<file path="src/rtl/one_counter_fsm_if.sv">
// Start/done handshake bundle between a controller and the population-count engine.
// The controller drives start and the word; the engine returns the count and done.
interface one_counter_fsm_if #(
  parameter int unsigned WIDTH = 16
);
  logic             i_start;
  logic [WIDTH-1:0] i_data;
  logic [WIDTH-1:0] o_data;
  logic             o_done;

  modport master (
    output i_start,
    output i_data,
    input  o_data,
    input  o_done
  );

  modport slave (
    input  i_start,
    input  i_data,
    output o_data,
    output o_done
  );
endinterface

</file>
<file path="src/rtl/one_counter_fsm.sv">
// Bit-serial population count: loads a word on start, then spends exactly WIDTH
// cycles shifting it out LSB-first while accumulating the ones.
module one_counter_fsm #(
  parameter int unsigned WIDTH = 16
) (
  input logic           i_clk,
  input logic           i_rst,
  one_counter_fsm_if.slave bus
);

  localparam int unsigned IdxW = (WIDTH > 2) ? $clog2(WIDTH) : 1;
  localparam logic [IdxW-1:0] LastIdx = IdxW'(WIDTH - 1);

  typedef enum logic [1:0] {StIdle, StCount, StDone} state_e;

  state_e            state_q, state_d;
  logic [WIDTH-1:0]  shift_q, shift_d;
  logic [WIDTH-1:0]  acc_q,   acc_d;
  logic [IdxW-1:0]   idx_q,   idx_d;
  logic [WIDTH-1:0]  data_q,  data_d;
  logic              done_q,  done_d;
  logic [WIDTH-1:0]  lsb_ext;

  assign lsb_ext = {{(WIDTH-1){1'b0}}, shift_q[0]};

  always_comb begin
    state_d = state_q;
    shift_d = shift_q;
    acc_d   = acc_q;
    idx_d   = idx_q;
    data_d  = data_q;
    done_d  = done_q;
    unique case (state_q)
      StIdle: begin
        done_d = 1'b0;
        if (bus.i_start) begin
          shift_d = bus.i_data;
          acc_d   = '0;
          idx_d   = '0;
          state_d = StCount;
        end
      end
      StCount: begin
        acc_d   = acc_q + lsb_ext;
        shift_d = shift_q >> 1;
        idx_d   = idx_q + 1'b1;
        // Final bit folds straight into the result so done never shows a stale count.
        if (idx_q == LastIdx) begin
          data_d  = acc_q + lsb_ext;
          done_d  = 1'b1;
          state_d = StDone;
        end
      end
      StDone: begin
        if (!bus.i_start) begin
          done_d  = 1'b0;
          state_d = StIdle;
        end
      end
      default: state_d = StIdle;
    endcase
  end

  always_ff @(posedge i_clk or negedge i_rst) begin
    if (!i_rst) begin
      state_q <= StIdle;
      shift_q <= '0;
      acc_q   <= '0;
      idx_q   <= '0;
      data_q  <= '0;
      done_q  <= 1'b0;
    end else begin
      state_q <= state_d;
      shift_q <= shift_d;
      acc_q   <= acc_d;
      idx_q   <= idx_d;
      data_q  <= data_d;
      done_q  <= done_d;
    end
  end

  assign bus.o_data = data_q;
  assign bus.o_done = done_q;

endmodule

</file>
<file path="src/flat_wrapper.sv">
// flat-port wrapper written by rule: the top's interface ports become plain ports
module one_counter_fsm_flat 
#(
  parameter int unsigned WIDTH = 16
)
  (i_clk, i_rst, bus_i_start, bus_i_data, bus_o_data, bus_o_done);
  one_counter_fsm_if #(.WIDTH(WIDTH)) bus_i ();
  input logic i_clk;
  input logic i_rst;
  input wire logic [$bits(bus_i.i_start)-1:0] bus_i_start;
  input wire logic [$bits(bus_i.i_data)-1:0] bus_i_data;
  output wire logic [$bits(bus_i.o_data)-1:0] bus_o_data;
  output wire logic [$bits(bus_i.o_done)-1:0] bus_o_done;
  assign bus_i.i_start = bus_i_start;
  assign bus_i.i_data = bus_i_data;
  assign bus_o_data = bus_i.o_data;
  assign bus_o_done = bus_i.o_done;
  one_counter_fsm #(.WIDTH(WIDTH)) u_core (.i_clk(i_clk), .i_rst(i_rst), .bus(bus_i));
endmodule
</file>
<file path="config.mk">
export PLATFORM = sky130hd
export DESIGN_NAME = one_counter_fsm_flat
export DESIGN_NICKNAME = d
export VERILOG_FILES = /design/src/rtl/one_counter_fsm_if.sv /design/src/rtl/one_counter_fsm.sv /design/src/flat_wrapper.sv
export SDC_FILE = /design/constraint.sdc
export NUM_CORES = 1
export LEC_CHECK = 0
export CAP_MARGIN = 0
export CORE_ASPECT_RATIO = 0.6
export CORE_UTILIZATION = 45
export DETAILED_ROUTE_END_ITERATION = 12
export PLACE_DENSITY = 0.69
export SETUP_SLACK_MARGIN = 0.3
export SLEW_MARGIN = 20
export SYNTH_ARGS = -nofsm -noshare
export SYNTH_HDL_FRONTEND = slang
export SYNTH_SLANG_ARGS = --single-unit
</file>
<file path="constraint.sdc">
create_clock -name i_clk -period 1.6 [get_ports i_clk]
set_input_delay 0.48 -clock i_clk [delete_from_list [all_inputs] [get_ports i_clk]]
set_output_delay 0.48 -clock i_clk [all_outputs]
set_load 0.01 [all_outputs]
</file>
# After elaboration in Yosys (flattened, before gate mapping)
# Index checks and enable logic that the tools add are counted.
[totals]
ff_bits = 55
inputBits = 19
out_inout_bits = 17
word_cells = 34
[classes]
n_addsub = 2
eq_ne = 6
n_mux = 13
reduce_logical = 7
[ops]
columns = ["op", "n"]
rows = [
  ["16-bit one-hot mux with 2 select lines", 2],
  ["16-bit 2-to-1 mux", 2],
  ["16-bit by 1-bit adder with 16-bit output", 1],
  ["4-bit one-hot mux with 2 select lines", 1],
  ["2-bit 2-to-1 mux", 3],
  ["2-bit one-hot mux with 3 select lines", 1],
  ["3-bit AND reduction", 2],
  ["4-bit by 1-bit adder with 4-bit output, second input constant", 1],
  ["4-bit == test, second input constant", 1],
  ["4-bit 2-to-1 mux", 1],
  ["2-bit != test, second input constant", 2],
  ["2-bit AND reduction", 2],
  ["1-bit one-hot mux with 3 select lines", 1],
  ["3-bit nonzero test", 1],
  ["2-bit by 1-bit == test with 1-bit output, second input constant", 1],
  ["2-bit == test, second input constant", 1],
  ["2-bit logical NOT", 1],
  ["1-bit 2-to-1 mux", 2],
  ["2-bit by 1-bit != test with 1-bit output, second input constant", 1],
  ["2-bit nonzero test", 1],
]

# Depth between registers and ports, before layout
[depth]
word_depth = 3
ltp_mapped = 7
mapped_depth_nobuf = 6

# Least setup slack after synthesis
# No wires, ideal clock.
[synth_path]
path_type = "register -> register"
start = "reg u_core.shift_q[0]"
end = "reg u_core.acc_q[14]"
setup_time_ns = 0.076
arrival_time_ns = 1.582
required_time_ns = 1.524
slack_ns = -0.058
path_stages_with_launch = 8
n_path_buf = 1
period_less_slack_ns = 1.658
cell_sequence = "dfrtp_1 > ha_1 > ha_1 > and4_1 > buf_6 > nand4_4 > or3_1 > o21ai_1"
[synth_via]
elab_chain_len = 2
[synth_rtl]
columns = ["element", "line_no", "source"]
rows = [
  ["start, declared", "one_counter_fsm.sv:17", "logic [WIDTH-1:0] shift_q, shift_d;"],
  ["start signal, assigned", "one_counter_fsm.sv:74", "shift_q <= shift_d;"],
  ["16-bit by 1-bit adder with 16-bit output", "one_counter_fsm.sv:44", "acc_d = acc_q + lsb_ext;"],
  ["16-bit one-hot mux with 2 select lines", "one_counter_fsm.sv:33", "unique case (state_q)"],
  ["end signal, assigned", "one_counter_fsm.sv:68", "acc_q <= '0;"],
  ["end signal, assigned", "one_counter_fsm.sv:75", "acc_q <= acc_d;"],
  ["end, declared", "one_counter_fsm.sv:18", "logic [WIDTH-1:0] acc_q, acc_d;"],
]
# Every way passes these cells.
# A chain may end at the register's enable or synchronous reset.

# Worst setup path in the final report
[layout_path]
start = "reg u_core.shift_q[0]"
end = "reg u_core.acc_q[11]"
# The elaborated chain is that of the path after synthesis.

==> out/metrics.cfg <==
[die]
floorplan.initialDensity_pct = 48.46
die_w_um = 104.1
std_cell_rows = 21
num_io_pins = 36
die_area_mm2 = 0.006584
coreArea_mm2 = 0.005807
floorplan.die.height_um = 63.26

[route]
wl_per_cell_um = 16.88
drc = 0
drt_first_pass_iters = 5
first_iter_violations = 132
ant_nets = 0
via_count = 2528
postRouteWirelength_um = 7749
routed_via_density = 5.508

[grt]
grt_pass1_vias = 2358
antenna_found_initial = 0
gr-usage-met1_pct = 36.46
grt.overflow.total = 0
grt.total_usage_pct = 23.72
grt_first_pass_wirelength_um = 12050
grt_most_used_layer = met1
grt_max_degree = 26
grt_use_met3_pct = 4.969
grt_use_met2_pct = 33.83

[timing]
skew_ns = 0.004978
fin_ws_ns = -0.08244
worstMarginPinSlew_ns = 0.3833
max_slew_margin_pct = 74.44
rsz0062_at_grt = yes
fin_crit_ns = 1.682
slew_violations = 0
finalHoldViolations = 0
setup-tns-final_ns = -0.2806
finalSetupViolations = 10
fmax_mhz = 594.4
fin_worst_hold_slack_ns = 0.06983
fin_crit_sh_pct = 105.2

[power]
power.total_mw = 6.191
power_density_mw_per_mm2 = 1557
p_leak_nw = 1.786
irDropWorstVdd_uv = 951.4
seqPwrFrac_pct = 37.8
swShare_pct = 39.87
switchingPower_mw = 2.469
power.clock.fraction_pct = 12.7
p_comb_share_pct = 49.5
internal_power_mw = 3.723

[yosys]
yosysMostFrequentCell = dfrtp_1
synth.avg_cell_area_um2 = 9.443
synthTopCellsByArea = dfrtp_1, o21ai_0, nand2_1
synth.top_cell.area_share_pct = 48.91
yosysTopAreaCell = dfrtp_1
synth_seq_area_share_pct = 48.91
syn_nets = 321
synthesis.area_mm2 = 0.002814
synth_edf_count = 0
ys_top_cells_by_count = dfrtp_1, o21ai_0, nand2_1, a21oi_1, nor2b_1
syn_inst = 298
yosys_most_used_dff = dfrtp_1
synth_cell_types = 36
ys.warnings.count = 0
ys_ff_latch = 55
async_flop_share_pct = 100.0

[cells_and_area]
multi_input_area_mm2 = 0.001560
seqCellArea_mm2 = 0.001383
final_nets = 401
fin_cells = 459
post-route-util_pct = 68.50
drive_above_1_share_pct = 36.15
area_growth_pct = 41.35
final_area_mm2 = 0.003978
n_fill_cell = 455
diodes = 0

[critical_path]
end_kind = flip-flop
rr_worst_depth = 7
r2r_slack_ns = -0.08
path_class = reg2reg
cp.required_ns = 1.83
cp-start-kind = flip-flop
rr_startpoint = u_core.shift_q[0]
crit_fanout = 3
arrival_ns = 1.92
r2r-end = u_core.acc_q[11]

[clock_network]
clkTransAtPathRegs_ns = 0.10
cts.sinks = 55
cts_hold_buf = 0
cts_buffer_depth = 2
ctsHtreeMaxLevel = 2
clk_latency_ns = 0.31
numCtsBuffers = 5
clockRootBuffer = clkbuf_8
cts_tree = yes

[placement]
gp_congestion = 0.8231
dp.cells = 418
dp_worst_setup_slack_ns = -0.3564
placed_area_mm2 = 0.003441
port-buffer-count = 35
post-dp-hpwl_um = 4552

[run_status]
violations = negative setup slack
status = finished with violations

[worst_hold_path]
hp-class = in2async

[job]
cap_violations = 0

-- worst max-delay path: stages (launching register included) --
cell and delay (ns):
dfrtp_1 0.42, ha_4 0.19, buf_6 0.10, buf_6 0.10, and3_4 0.19, nand4_1 0.21, buf_4 0.21, o22ai_2 0.17
-- kinds of logic (layout without fill, tap and decap cells) --
group                    Yosys count  count (layout)  share of synthesized area, %
AO/OA/AOI/OAI                    101             101                         20.90
XOR/XNOR                          14              14                         4.358
multiplexers                       1               1                        0.3557
AND/OR/NAND/NOR                   93              96                         18.32
adder cells (fa/ha/maj)            4               4                         1.779
buffers and inverters             30             108                         5.380
flip-flops                        55              55                         48.91
-- per-layer routing --
| metal | vias up | part of all wire, % | routed length [um] |
|---|---|---|---|
| met5 | - | 0 | 0 |
| met4 | 0 | 1.1 | 88 |
| li1 | 1215 | - | - |
| met2 | 78 | 44 | 3385 |
| met3 | 11 | 5.8 | 449 |
| met1 | 1224 | 49 | 3825 |
-- cell type report --
type	count	share of cell area [%]
sequential	55	34.76
multi-input combinational	216	39.23
inverter	6	0.5662
clock buffer	5	1.730
timing repair buffer	94	20.70
tap	80	2.517
clock inverter	3	0.5033
-- cells in the final DEF, fill, tap and decap left out, drive strengths merged, types with 3 or more instances in the layout --
master and instances:
dfrtp 55, clkbuf 6, nor2 10, nor2b 18
inv 6, and3 3, o21ai 44, and4 7
or2 5, nand4 5, ha 4, nand2 34
a21oi 25, clkdlybuf4s50 16, a31oi 3, xnor2 9
a22o 4, o31ai 4, nand3 7, o22ai 3
xor2 5, a22oi 15, buf 76
-- state kept, by name (all words and copies together), names as in the netlist --
name / flops
u_core.shift_q: 16
u_core.bus.o_data: 16
u_core.acc_q: 16
u_core.idx_q: 4
u_core.state_q: 2
u_core.bus.o_done: 1
-- power by group through the flow --
stage | clock [mW] | sequential [mW] | combinational (mW)
3_3_place_gp | 0 | 2.28 | 2.34
2_1_floorplan | 0 | 2.25 | 1.48
3_5_place_dp | 0 | 2.29 | 2.40
6_report | 0.786 | 2.34 | 3.06
5_1_grt | 0.869 | 2.40 | 3.35
4_1_cts | 0.800 | 2.29 | 2.63
-- worst max path at each step --
stage               cells past startpoint                  to  slack [ns]              start
finish                                  7    u_core.acc_q[11]       -0.08  u_core.shift_q[0]
floorplan                               7    u_core.acc_q[14]        0.05  u_core.shift_q[0]
global route                            7    u_core.acc_q[11]       -0.12  u_core.shift_q[0]
detailed placement                      6   u_core.shift_q[9]       -0.36        bus_i_start
CTS                                     7    u_core.acc_q[12]       0.003  u_core.shift_q[0]
global placement                        6  u_core.shift_q[12]       -0.26        bus_i_start
-- repair_timing --
action / in CTS / in global routing
buffers inserted: 15 / 14
gates resized for setup: 103 / 46
endpoints found under the setup margin: 71 / 64
pin swaps: 17 / 20
gates cloned: 3 / 1
Power figures use the tool's default switching activity.
